[config.mk]
export PLATFORM = sky130hd
export DESIGN_NAME = gcd_operand_frontend
export DESIGN_NICKNAME = d
export VERILOG_FILES = /design/src/rtl/gcd_pkg.sv /design/src/rtl/gcd_pair_fifo.sv /design/src/rtl/gcd_operand_frontend.sv
export SDC_FILE = /design/constraint.sdc
export NUM_CORES = 1
export LEC_CHECK = 0
export CAP_MARGIN = 5
export CELL_PAD_IN_SITES_DETAIL_PLACEMENT = 1
export CELL_PAD_IN_SITES_GLOBAL_PLACEMENT = 1
export CORE_UTILIZATION = 42
export DETAILED_ROUTE_END_ITERATION = 8
export PLACE_DENSITY = 0.91
export SYNTH_ARGS = -nofsm -noshare
export SYNTH_HDL_FRONTEND = slang
export SYNTH_SLANG_ARGS = --single-unit
[constraint.sdc]
create_clock -name clk -period 3.7 [get_ports clk]
set_input_delay 0.74 -clock clk [delete_from_list [all_inputs] [get_ports clk]]
set_output_delay 0.74 -clock clk [all_outputs]
set_load 0.03 [all_outputs]
[src/rtl/gcd_pkg.sv]
// Shared types for the GCD operand front end: default width and launch FSM states.
package gcd_pkg;

    localparam int unsigned GcdWidth = 8;

    typedef enum logic [1:0] {
        StIdle  = 2'd0,
        StRun   = 2'd1,
        StDrain = 2'd2
    } gcd_state_e;

endpackage

[src/rtl/gcd_pair_fifo.sv]
// Synchronous FIFO of {a,b} operand pairs; DEPTH must be a power of two so the
// pointers wrap naturally.
module gcd_pair_fifo
    import gcd_pkg::*;
#(
    parameter int unsigned WIDTH = GcdWidth,
    parameter int unsigned DEPTH = 2
) (
    input  logic             clk,
    input  logic             rst,
    input  logic             push,
    input  logic [WIDTH-1:0] push_a,
    input  logic [WIDTH-1:0] push_b,
    input  logic             pop,
    output logic [WIDTH-1:0] head_a,
    output logic [WIDTH-1:0] head_b,
    output logic             full,
    output logic             empty
);

    localparam int unsigned PtrW = (DEPTH > 1) ? $clog2(DEPTH) : 1;
    localparam int unsigned CntW = $clog2(DEPTH + 1);

    logic [2*WIDTH-1:0] mem_q [DEPTH];
    logic [PtrW-1:0]    wr_ptr_q;
    logic [PtrW-1:0]    rd_ptr_q;
    logic [CntW-1:0]    count_q;
    logic               do_push;
    logic               do_pop;

    assign full    = (count_q == CntW'(DEPTH));
    assign empty   = (count_q == '0);
    assign do_push = push && !full;
    assign do_pop  = pop && !empty;

    always_ff @(posedge clk) begin
        if (rst) begin
            wr_ptr_q <= '0;
            rd_ptr_q <= '0;
            count_q  <= '0;
        end else begin
            if (do_push) begin
                wr_ptr_q <= wr_ptr_q + PtrW'(1);
            end
            if (do_pop) begin
                rd_ptr_q <= rd_ptr_q + PtrW'(1);
            end
            // Simultaneous push and pop leave the occupancy unchanged.
            unique case ({do_push, do_pop})
                2'b10:   count_q <= count_q + CntW'(1);
                2'b01:   count_q <= count_q - CntW'(1);
                default: count_q <= count_q;
            endcase
        end
    end

    always_ff @(posedge clk) begin
        if (do_push) begin
            mem_q[wr_ptr_q] <= {push_a, push_b};
        end
    end

    assign {head_a, head_b} = mem_q[rd_ptr_q];

endmodule

[src/rtl/gcd_operand_frontend.sv]
// Buffers operand pairs, launches one GCD core job at a time and holds the result.
// Define GCD_ZERO_BYPASS_EN to answer pairs with a zero operand without the core.
module gcd_operand_frontend
    import gcd_pkg::*;
#(
    parameter int unsigned WIDTH = GcdWidth,
    parameter int unsigned DEPTH = 2
) (
    input  logic             clk,
    input  logic             rst,
    input  logic             in_valid,
    output logic             in_ready,
    input  logic [WIDTH-1:0] in_a,
    input  logic [WIDTH-1:0] in_b,
    output logic             core_start,
    output logic [WIDTH-1:0] core_a,
    output logic [WIDTH-1:0] core_b,
    input  logic             core_done,
    input  logic [WIDTH-1:0] core_result,
    output logic             res_valid,
    input  logic             res_ready,
    output logic [WIDTH-1:0] res_data
);

    gcd_state_e       state_q, state_d;
    logic             core_start_q, core_start_d;
    logic [WIDTH-1:0] core_a_q, core_a_d;
    logic [WIDTH-1:0] core_b_q, core_b_d;
    logic             res_valid_q, res_valid_d;
    logic [WIDTH-1:0] res_data_q, res_data_d;
    logic             first_q, first_d;

    logic             fifo_pop;
    logic             fifo_full;
    logic             fifo_empty;
    logic [WIDTH-1:0] head_a;
    logic [WIDTH-1:0] head_b;
    logic             bypass;

    gcd_pair_fifo #(
        .WIDTH (WIDTH),
        .DEPTH (DEPTH)
    ) u_fifo (
        .clk    (clk),
        .rst    (rst),
        .push   (in_valid),
        .push_a (in_a),
        .push_b (in_b),
        .pop    (fifo_pop),
        .head_a (head_a),
        .head_b (head_b),
        .full   (fifo_full),
        .empty  (fifo_empty)
    );

    assign in_ready = !fifo_full;

`ifdef GCD_ZERO_BYPASS_EN
    assign bypass = (head_a == '0) || (head_b == '0);
`else
    assign bypass = 1'b0;
`endif

    always_comb begin
        state_d      = state_q;
        core_start_d = core_start_q;
        core_a_d     = core_a_q;
        core_b_d     = core_b_q;
        res_valid_d  = res_valid_q;
        res_data_d   = res_data_q;
        first_d      = first_q;
        fifo_pop     = 1'b0;

        if (res_valid_q && res_ready) begin
            res_valid_d = 1'b0;
        end

        unique case (state_q)
            StIdle: begin
                // Registered res_valid gates the launch: one result outstanding at most.
                if (!fifo_empty && !res_valid_q) begin
                    fifo_pop = 1'b1;
                    if (bypass) begin
                        res_data_d  = head_a | head_b;
                        res_valid_d = 1'b1;
                    end else begin
                        core_a_d     = head_a;
                        core_b_d     = head_b;
                        core_start_d = 1'b1;
                        first_d      = 1'b1;
                        state_d      = StRun;
                    end
                end
            end
            StRun: begin
                first_d = 1'b0;
                // A done seen in the first start cycle is stale from the core's last job.
                if (!first_q && core_done) begin
                    res_data_d   = core_result;
                    res_valid_d  = 1'b1;
                    core_start_d = 1'b0;
                    state_d      = StDrain;
                end
            end
            StDrain: begin
                state_d = StIdle;
            end
            default: begin
                state_d      = StIdle;
                core_start_d = 1'b0;
            end
        endcase
    end

    always_ff @(posedge clk) begin
        if (rst) begin
            state_q      <= StIdle;
            core_start_q <= 1'b0;
            core_a_q     <= '0;
            core_b_q     <= '0;
            res_valid_q  <= 1'b0;
            res_data_q   <= '0;
            first_q      <= 1'b0;
        end else begin
            state_q      <= state_d;
            core_start_q <= core_start_d;
            core_a_q     <= core_a_d;
            core_b_q     <= core_b_d;
            res_valid_q  <= res_valid_d;
            res_data_q   <= res_data_d;
            first_q      <= first_d;
        end
    end

    assign core_start = core_start_q;
    assign core_a     = core_a_q;
    assign core_b     = core_b_q;
    assign res_valid  = res_valid_q;
    assign res_data   = res_data_q;

`ifndef SYNTHESIS
    // Operands must not move under a running computation.
    a_hold_operands: assert property (@(posedge clk) disable iff (rst)
        (state_q == StRun && state_d == StRun) |=> ($stable(core_a_q) && $stable(core_b_q)));
    a_single_result: assert property (@(posedge clk) disable iff (rst)
        res_valid_q |-> !fifo_pop);
`endif

endmodule

==> results.md <==
- Worst r2r path cells: 6
- Overflow after GRT: 0
- DRC viols: 0
- Final cell count without fillers: roughly 320
- Maximum VDD drop: approximately 0.38 mV
- Placed insts: approximately 300
- CP max stage delay: between 700 and 800 ps
- Unrepaired setup endpoints after global routing: false
- Cts hold-fix bufs: 0
- Worst Skew: around 7.2 ps
- Leak: around 1.1 nW
- Skew-Pair Late Insertion Delay: around 330 ps
- CP max-delay cell: clkdlybuf4s50_1
- Core Footprint: about 5600 um2
- Max-cap violations: 0
- Antenna-violating nets left: 0
- Ant. Diodes: 0
- Outcome: finished, final reports clean
- DR vias: around 1700
- Async SR Flop Fraction: 0%
- Hold Crit Start: res_data[5]$_SDFFE_PP0P_
- Post-synth cell types: 31
- Fin nets: between 200 and 300
- Starting Density: 44.1%
- Power per cell area: between 800 and 900 nW/um2
- Num ports: 56
- Pre-CTS setup slack: approximately 1200 ps
- Die ar.: 6160 um2
- Setup violators final: 0
- Levels on crit path: 2
- DRT Wirelength: between 5000 and 6000 um
- Crit path from: u_fifo.count_q[0]$_SDFFE_PP0P_
- Syn_area_per_cell: between 10 and 15 um2
- Setup TNS: 0 ps
- Post-synthesis sequential area ratio: ~66%
- Critical Path RT: about 3000 ps
- TritonCTS buffer count: 9
- Worst Setup End Kind: output port
- Via density: about 5.3
- Final WS setup: between 1000 and 1500 ps
- Port Buffers: between 50 and 60
- Syn Nets: approximately 220
- Postcts setup bufs: 0
- EDFF count, synth: 32
- Synth Cell Area: 2460 um2
- Synth-to-Final Area Change: 30.4%
- FF-to-FF Start: state_q[1]$_SDFFE_PP0P_
- Tightest Pin Transition: 1040 ps
- Gp weighted congestion: ~0.73
- Clock Tree Buf Depth: 2
- DRT Pass-1 Iters: 4
- Slew headroom: between 30% and 40%
- Wirelength per Cell: about 17 um
- Number of global-route vias before repair: around 1800
- Register bit total from synthesis: 65
- Clock Sink Count: between 60 and 70
- Worst path cell trace: nand2b_1, clkdlybuf4s50_1
- Final Util: around 57%
- Final Hold Fails: 0
- Detailed Place HPWL: approximately 3500 um
- Worst path bufs/invs: 1
- Share of cells above drive strength 1: between 10% and 20%
- Die Ht: 78.5 um
- Fin crit share: 65.4%
- Global-route wire length before repair: 8670 um
- # rows: 27
- Clock root buffer: clkbuf_8
- Fmax: between 400 and 500 MHz
- # H-tree levels: 3
- Gr usage total: about a fifth
- CP arrival: 1680 ps
- Largest net degree at the start of global routing: 19
- Initial antenna violation count: 0
- Worst Hold Class: register to register
- DR iter-0 viols: 45
- WS Path Type: register to output port
- CP Launch Type: register
- Crit path time final: approximately 2400 ps
- Post-CTS resize count: 0
- Synth Instances: ~190
- Main synth FF type: dfxtp_1
- CTS tree: yes
- Hold depth: 2
- Crit-path max FO: 5
- Cell family with most CP delay: buffers and inverters
- Final-report max-slew violation count: 0
- Synth warn: 0
- Chip Width: 78.5 um
- Reg clk slew, reported paths: ~70 ps
-- Yosys cell counts (2+ instances only) --
| cell | number | area [um2] |
|---|---|---|
| dfxtp_1 | 33 | 661 |
| edfxtp_1 | 32 | 961 |
| a21oi_1 | 29 | 145 |
| nand2_1 | 18 | 67.6 |
| mux2i_1 | 16 | 160 |
| a211oi_2 | 9 | 113 |
| a211oi_1 | 7 | 52.6 |
| clkbuf_1 | 6 | 22.5 |
| nand2b_1 | 4 | 25.0 |
| buf_6 | 3 | 33.8 |
| nand3b_1 | 3 | 22.5 |
| nor2_1 | 3 | 11.3 |
| o21ai_0 | 3 | 15.0 |
| inv_1 | 2 | 7.51 |
-- flip-flops by register name, indices dropped and copies added (netlist names) --
name,flops
core_a,8
core_b,8
core_start,1
first_q,1
res_data,8
res_valid,1
state_q,2
u_fifo.count_q,2
u_fifo.mem_q,32
u_fifo.rd_ptr_q,1
u_fifo.wr_ptr_q,1
-- cell type report --
type	instances	area [um2]
Multi-Input combinational cell	105	731
Clock buffer	11	141
Timing Repair Buffer	58	573
Tap cell	72	90.1
Inverter	3	16.3
Fill cell	581	2370
Sequential cell	65	1620
Clock inverter	5	31.3
-- stage by stage --
| stage | cell area [um2] | hold slack (ps) | power (mW) |
|---|---|---|---|
| 2_1_floorplan | 2460 | 467 | 1.83 |
| 3_3_place_gp | 3030 | 445 | 2.09 |
| 3_5_place_dp | 3030 | 452 | 2.15 |
| 4_1_cts | 3200 | 461 | 2.67 |
| 5_1_grt | 3200 | 497 | 2.79 |
| 6_report | 3200 | 458 | 2.65 |
-- logic make-up (layout without fill, tap and decap cells) --
group | count (synthesis) | after routing | share of synthesized area, %
and+or+nand+nor | 36 | 36 | 8.10
adders and majority gates | 1 | 1 | 0.509
xor gates and xnor gates | 2 | 2 | 0.713
DFF | 65 | 65 | 66.0
buffers and inverters | 15 | 77 | 4.28
muxes | 16 | 16 | 6.52
AOI/OAI and AO/OA | 50 | 50 | 13.9
-- power breakdown --
part	internal (mW)	switching, mW	total [mW]	leakage (nW)
Combinational	0.432	0.635	1.07	0.424
Clock	0.258	0.260	0.518	0.0806
Sequential	0.939	0.129	1.07	0.570
-- path summary, 6_finish.rpt --
kind	to	slack (ps)
setup / recovery	in_ready	1280
setup reg to reg	u_fifo.count_q[1]$_SDFFE_PP0P_	1360
hold reg to reg	res_data[5]$_SDFFE_PP0P_	460
hold / removal	res_data[5]$_SDFFE_PP0P_	460
-- routing by layer --
layer  track usage (%)  routed length, um  vias up
li1                  -                  -      790
met1              20.0               2230      833
met2              35.1               2840       42
met3              4.30                212       12
met4              11.3                131        0
met5                 0                  0        -
-- tightest hold or removal path: cells and delay by family, from the launching register on --
family,cells,cell delay [ps]
and+or+nand+nor,1,50
AOI/OAI and AO/OA,1,50
DFF,1,310
-- cells in the final DEF, fill, tap and decap left out, types with 3 or more instances in the layout --
cell type | synthesis | final
edfxtp_1 | 32 | 32
a211oi_1 | 7 | 7
nand2_1 | 18 | 18
nand2b_1 | 4 | 4
nand3b_1 | 3 | 3
o21ai_0 | 3 | 3
clkbuf_8 | 0 | 10
nor2_1 | 3 | 3
a211oi_2 | 9 | 9
clkdlybuf4s50_1 | 0 | 55
dfxtp_1 | 33 | 33
a21oi_1 | 29 | 29
mux2i_1 | 16 | 16
buf_4 | 1 | 3
No activity file was read; power rests on OpenSTA's default activity.
